**src/rtl/cpu_pkg.sv**
```systemverilog
// Shared definitions for the 8-bit accumulator CPU: opcode map and control
// FSM state encoding. Used by the ALU, the control block and the testbench.
package cpu_pkg;

  localparam logic [3:0] OP_NOP  = 4'h0;
  localparam logic [3:0] OP_ADD  = 4'h1;
  localparam logic [3:0] OP_SUB  = 4'h2;
  localparam logic [3:0] OP_NOR  = 4'h3;
  localparam logic [3:0] OP_MOVR = 4'h4;
  localparam logic [3:0] OP_STA  = 4'h5;
  localparam logic [3:0] OP_JZ   = 4'h6;
  localparam logic [3:0] OP_JC   = 4'h7;
  localparam logic [3:0] OP_SHL  = 4'hB;
  localparam logic [3:0] OP_SHR  = 4'hC;
  localparam logic [3:0] OP_HALT = 4'hF;

  typedef enum logic [2:0] {
    S_FETCH  = 3'd0,
    S_DECODE = 3'd1,
    S_EXEC   = 3'd2,
    S_WRITE  = 3'd3,
    S_HALT   = 3'd4
  } state_t;

endpackage

```
**src/rtl/cpu_decode.sv**
```systemverilog
// Opcode classifier for the control FSM. Purely combinational; NOP matches
// no class, so the FSM handles it with its default path.
module cpu_decode
  import cpu_pkg::*;
(
  input  logic [3:0] opcode,
  output logic       is_alu,
  output logic       is_sta,
  output logic       is_jz,
  output logic       is_jc,
  output logic       is_halt,
  output logic       is_undef
);

  // One-hot class of the current opcode.
  always_comb begin
    is_alu   = 1'b0;
    is_sta   = 1'b0;
    is_jz    = 1'b0;
    is_jc    = 1'b0;
    is_halt  = 1'b0;
    is_undef = 1'b0;
    case (opcode)
      OP_ADD, OP_SUB, OP_NOR, OP_MOVR, OP_SHL, OP_SHR: is_alu = 1'b1;
      OP_STA:  is_sta  = 1'b1;
      OP_JZ:   is_jz   = 1'b1;
      OP_JC:   is_jc   = 1'b1;
      OP_HALT: is_halt = 1'b1;
      OP_NOP:  ;
      default: is_undef = 1'b1;
    endcase
  end

endmodule

```
**src/rtl/cpu_ctrl.sv**
```systemverilog
// Multi-cycle control FSM for the 8-bit accumulator CPU: fetch over a
// req/valid handshake, decode, drive ALU select and write strobes, keep PC
// and Z/C flags. Optional macro ILLEGAL_TRAP_EN: undefined opcodes halt the
// CPU with illegal=1 instead of executing as NOP.
module cpu_ctrl
  import cpu_pkg::*;
#(
  parameter int              PC_W     = 8,
  parameter logic [PC_W-1:0] RESET_PC = '0
) (
  input  logic            clk,
  input  logic            rst,
  output logic            instr_req,
  output logic [PC_W-1:0] pc,
  input  logic            instr_valid,
  input  logic [7:0]      instr_data,
  input  logic            alu_z,
  input  logic            alu_c,
  output logic [3:0]      alu_sel,
  output logic            accum_we,
  output logic            reg_we,
  output logic [3:0]      reg_addr,
  output logic            flag_z,
  output logic            flag_c,
  output logic            halted,
  output logic            illegal
);

  state_t          state, state_nxt;
  logic [7:0]      ir;
  logic [PC_W-1:0] pc_nxt, pc_inc, pc_rel;
  logic            is_alu, is_sta, is_jz, is_jc, is_halt, is_undef;

  cpu_decode u_dec (
    .opcode   (ir[7:4]),
    .is_alu   (is_alu),
    .is_sta   (is_sta),
    .is_jz    (is_jz),
    .is_jc    (is_jc),
    .is_halt  (is_halt),
    .is_undef (is_undef)
  );

  // Sequential and relative (sign-extended 4-bit offset) PC targets; both
  // wrap naturally at PC_W bits.
  assign pc_inc = pc + PC_W'(1);
  assign pc_rel = pc + {{(PC_W-4){ir[3]}}, ir[3:0]};

  // State and PC register.
  always_ff @(posedge clk or posedge rst) begin
    if (rst) begin
      state <= S_FETCH;
      pc    <= RESET_PC;
    end else begin
      state <= state_nxt;
      pc    <= pc_nxt;
    end
  end

  // Instruction register loads on a granted fetch; flags load only with
  // the accumulator write in EXEC.
  always_ff @(posedge clk or posedge rst) begin
    if (rst) begin
      ir     <= '0;
      flag_z <= 1'b0;
      flag_c <= 1'b0;
    end else begin
      if (state == S_FETCH && instr_valid) ir <= instr_data;
      if (state == S_EXEC) begin
        flag_z <= alu_z;
        flag_c <= alu_c;
      end
    end
  end

  // Next-state, PC update and strobes; strobes depend on state only.
  always_comb begin
    state_nxt = state;
    pc_nxt    = pc;
    instr_req = 1'b0;
    alu_sel   = 4'h0;
    accum_we  = 1'b0;
    reg_we    = 1'b0;
    halted    = 1'b0;
    case (state)
      S_FETCH: begin
        instr_req = 1'b1;
        if (instr_valid) state_nxt = S_DECODE;
      end
      S_DECODE: begin
        if (is_alu) state_nxt = S_EXEC;
        else if (is_sta) state_nxt = S_WRITE;
        else if (is_halt) state_nxt = S_HALT;
        else if (is_jz) begin
          pc_nxt    = flag_z ? pc_rel : pc_inc;
          state_nxt = S_FETCH;
        end else if (is_jc) begin
          pc_nxt    = flag_c ? pc_rel : pc_inc;
          state_nxt = S_FETCH;
        end
`ifdef ILLEGAL_TRAP_EN
        // Trap leaves pc on the offending instruction.
        else if (is_undef) state_nxt = S_HALT;
`else
        else if (is_undef) begin
          pc_nxt    = pc_inc;
          state_nxt = S_FETCH;
        end
`endif
        else begin
          pc_nxt    = pc_inc;
          state_nxt = S_FETCH;
        end
      end
      S_EXEC: begin
        alu_sel   = ir[7:4];
        accum_we  = 1'b1;
        pc_nxt    = pc_inc;
        state_nxt = S_FETCH;
      end
      S_WRITE: begin
        reg_we    = 1'b1;
        pc_nxt    = pc_inc;
        state_nxt = S_FETCH;
      end
      S_HALT: halted = 1'b1;
      default: state_nxt = S_FETCH;
    endcase
  end

  assign reg_addr = ir[3:0];

`ifdef ILLEGAL_TRAP_EN
  // IR still holds the trapping opcode while halted.
  assign illegal = (state == S_HALT) && is_undef;
`else
  assign illegal = 1'b0;
`endif

endmodule
```
**config.mk**
```make
export PLATFORM = sky130hd
export DESIGN_NAME = cpu_ctrl
export DESIGN_NICKNAME = d
export VERILOG_FILES = /design/src/rtl/cpu_pkg.sv /design/src/rtl/cpu_decode.sv /design/src/rtl/cpu_ctrl.sv
export SDC_FILE = /design/constraint.sdc
export NUM_CORES = 1
export LEC_CHECK = 0
export CAP_MARGIN = 10
export CORE_MARGIN = 1.5
export CORE_UTILIZATION = 49
export CTS_BUF_LIST = sky130_fd_sc_hd__clkbuf_8
export CTS_CLUSTER_DIAMETER = 50
export CTS_CLUSTER_SIZE = 12
export DETAILED_ROUTE_END_ITERATION = 8
export PLACE_DENSITY = 0.79
export SLEW_MARGIN = 10
export SYNTH_ARGS = -nofsm -noshare
export SYNTH_HDL_FRONTEND = slang
export SYNTH_HIERARCHICAL = 1
export SYNTH_SLANG_ARGS = --single-unit
```
**constraint.sdc**
```tcl
create_clock -name clk -period 5.3 [get_ports clk]
set_input_delay 1.59 -clock clk [delete_from_list [all_inputs] [get_ports clk]]
set_output_delay 1.59 -clock clk [all_outputs]
set_load 0.01 [all_outputs]
```
# Yosys cells after proc, flatten, opt, wreduce, memory -nomap -nowiden
# Index checks and enable logic that the tools add are counted.
# Widths: inputs -> output; s select.
totals:
  input_bits: 13
  reg_bits: 21
  word_cells: 56
classes:
  bitwise_logic: 1
  n_reduce_logical: 7
  n_mux: 23
  add_sub_neg: 2
  n_eq_ne: 18
op_table:
  columns: ["op", "n"]
  rows:
  - ["$mux 8", 7]
  - ["$eq 4x3->1 const B", 4]
  - ["$pmux 8 s2", 1]
  - ["$eq 4x4->1 const B", 3]
  - ["$mux 3", 4]
  - ["$mux 1", 9]
  - ["$pmux 3 s3", 1]
  - ["$add 8x1->8 const B", 1]
  - ["$add 8x8->8", 1]
  - ["$eq 4x2->1 const B", 2]
  - ["$ne 2x2->1 const B", 4]
  - ["$eq 3x2->1 const B", 2]
  - ["$reduce_or 6->1", 1]
  - ["$eq 4x1->1 const B", 1]
  - ["$mux 4", 1]
  - ["$reduce_and 4->1", 1]
  - ["$eq 3x1->1 const B", 1]
  - ["$eq 3x3->1 const B", 1]
  - ["$logic_not 3->1", 1]
  - ["$reduce_and 2->1", 1]
  - ["$reduce_bool 2->1", 1]
  - ["$reduce_or 2->1", 1]
  - ["$logic_and 1x1->1", 1]
  - ["$not 1->1", 1]

# Depth between registers and ports, before layout
logic_depth:
  ltp_word: 8
  ltp_mapped: 10
  ltp_nobuf: 8

# Cells and area by module
# Netlist, hierarchy kept.
modules_own_cells:
  columns: ["module", "cells_each", "instances", "area_each_um2", "seq_area_each_um2"]
  rows:
  - ["cpu_ctrl", 153, 1, 1435.1, 525.5]
  - ["cpu_decode", 13, 1, 70.1, 0.0]

# Worst setup path before layout
# OpenSTA, ideal clock, no wires.
synth_timing:
  path_type: "register to output"
  start: "register state[2]"
  end: "output alu_sel[0]"
  arrival_time_ns: 1.175
  setup_slack_ns: 2.535
  stages_incl_launch_ff: 4
  cell_sequence: "dfrtp_1 nand2b_1 nor2_1 and2_1"
synth_between:
  elab_chain_cells: 2
synth_lines:
  columns: ["item", "line", "text"]
  rows:
  - ["start: declaration", "cpu_ctrl.sv:29", "state_t state, state_nxt;"]
  - ["start signal: assignment", "cpu_ctrl.sv:55", "state <= state_nxt;"]
  - ["$eq 3x2->1", "cpu_ctrl.sv:85", "case (state)"]
  - ["$mux 4", "cpu_ctrl.sv:85", null]
  - ["end: declaration", "cpu_ctrl.sv:19", "output logic [3:0] alu_sel,"]
# No other way between the ends.

# Worst setup path after layout
layout_timing:
  start: "register state[2]"
  end: "output alu_sel[2]"
# Same word-level chain as after synthesis.

==> key figures <==
Status
  • Status: finished clean

Synthesis
  • Syn_nets: 187
  • Avg Cell Area, Syn: 9.08 um^2
  • Yosys synthesis warning count: 6
  • Post-Synthesis Cells: 165
  • Cell Area, Synth: 1500 um^2

STA
  • Worst hold margin: 0.532 ns
  • Minimum clock period: 3.61 ns
  • Worst-Margin Slew: 0.813 ns
  • Slew headroom: 0.458
  • Unrepaired setup endpoints after global routing: no
  • Fin crit share: 0.682
  • Final TNS setup: 0 ns
  • Fmax: 277 MHz
  • Final Max Slew Viols: 0
  • Final count of hold timing violations: 0
  • Skew final: 0.00143 ns
  • Final setup viols: 0

Critical path
  • Worst Setup End Kind: output port
  • Critical Path Fanout Max: 8
  • Worst Path Required: 3.71 ns
  • Worst EP arrival: 2.02 ns
  • CP Class: flop to output port
  • Critical path launch point type: flop

GRT
  • Pin count of the biggest net entering global routing: 22
  • Vias in the first global route: 1227
  • Global Route Usage Sum: 0.210
  • First-pass GRT wire length: 5.48 mm
  • Antenna violations before repair: 0
  • Gr ovfl total: 0

Finish
  • Filler cells: 240
  • Area grow syn2layout: 24.5%
  • Share of cells above drive strength 1: 0.119
  • Diodes inserted: 0
  • Area of the multi-input gates: 878 um^2
  • Net count, final: 217
  • Register area: 526 um^2

Clock network
  • TritonCTS clock tree: built
  • CTS max path bufs: 2
  • CTS HTree Levels: 1
  • CTS Hold Bufs: 0
  • CTS clk-pin slew, worst paths: 0.08 ns
  • Clk sinks: 21
  • CTS resizes: 0
  • Root buffer cell: clkbuf_8
  • Cts bufs inserted: 3
  • Total setup buffers inserted after CTS: 0
  • Worst skew pair latency: 0.26 ns

Run
  • Max-cap violations: 0

Drt
  • DR WL/cell: 14.9 um
  • Via count: 1324
  • # DRC: 0
  • First drt pass iteration count: 4
  • DRT Wirelength: 3.35 mm
  • Post-route antenna net violation count: 0
  • Vias per cell: 5.88
  • DRT iter0 DRCs: 47

Die
  • DIE HEIGHT: 58.3 um
  • I/O pin cnt: 36
  • Initial core utilization: 0.530
  • DIE WIDTH: 58.3 um
  • Die area: 3400 um^2
  • Site Rows: 19
  • Core area: 2830 um^2

Placed design
  • Dpl hpwl: 2.48 mm
  • GPL Wtd Cong: 0.964
  • Port bufs: 34

Power
  • Post-layout power: 1.27 mW
  • Pwr per Cell Area: 679 nW/um^2
  • Pleak: 0.748 nW
  • VDD IR max: 0.000354 V

Min path
  • Min-delay worst type: flop to flop
## power breakdown
part / internal, mW / switching, mW
Combinational: 0.402 / 0.410
Sequential: 0.238 / 0.110
Clock: 0.0525 / 0.0554
## placed cells by master, fill, tap and decap left out, types with 4 or more instances in the layout
| master | count |
|---|---|
| clkdlybuf4s50_1 | 34 |
| dfrtp_1 | 21 |
| nor2_1 | 15 |
| a21oi_1 | 11 |
| nand2_1 | 10 |
| mux2_2 | 9 |
| nor3_1 | 8 |
| ha_1 | 8 |
| nand3_1 | 7 |
| and2_1 | 6 |
| inv_1 | 6 |
| o21ai_0 | 5 |
| a211oi_1 | 4 |
| and3_1 | 4 |
## layer usage
layer / vias up / GRT usage / part of all wire
li1: 648 / - / -
met1: 624 / 0.263 / 0.44
met2: 47 / 0.361 / 0.50
met3: 5 / 0.0418 / 0.049
met4: 0 / 0.0731 / 0.012
met5: - / 0 / 0
## through the flow
stage / utilization / instances / setup WS, ns / cell area (um^2)
final: 0.660 / 225 / 1.69 / 1870
after global routing: 0.660 / 225 / 1.57 / 1870
after CTS: 0.660 / 225 / 1.69 / 1870
after detailed placement: 0.644 / 221 / 2.01 / 1820
after global placement: 0.644 / 221 / 2.08 / 1820
after floorplan: - / 165 / 2.54 / 1500
## state kept, by name (all words and copies together) (netlist names)
signal	cells
flag_c	1
flag_z	1
pc	8
state	3
ir	8
## worst max-delay path: stages, from the launching register on
cell	delay, ns
dfrtp_1	0.44
nand2b_1	0.23
nor2_1	0.35
and2_1	0.20
clkdlybuf4s50_1	0.54
## layout make-up
type                            instances  area share
Clock buffer                            3      0.0221
Clock inverter                          1     0.00268
Inverter                                8      0.0161
Multi-Input combinational cell        126       0.471
Sequential cell                        21       0.282
Tap cell                               31      0.0208
Timing Repair Buffer                   35       0.186
## path summary, 6_finish.rpt
check	startpoint	end	slack, ns	depth (start not counted)
max in group asynchronous	rst	pc[5]$_DFFE_PP0P_	3.02	2
worst min-delay path	flag_z$_DFFE_PP0P_	flag_z$_DFFE_PP0P_	0.53	1
worst max-delay path	state[2]$_DFFE_PP0P_	alu_sel[2]	1.69	4
worst min register to register	flag_z$_DFFE_PP0P_	flag_z$_DFFE_PP0P_	0.53	1
worst max register to register	ir[7]$_DFFE_PP0P_	pc[7]$_DFFE_PP0P_	3.05	7
min in group asynchronous	rst	ir[4]$_DFFE_PP0P_	1.78	2
Note: power is estimated with default switching activity, not from simulation.
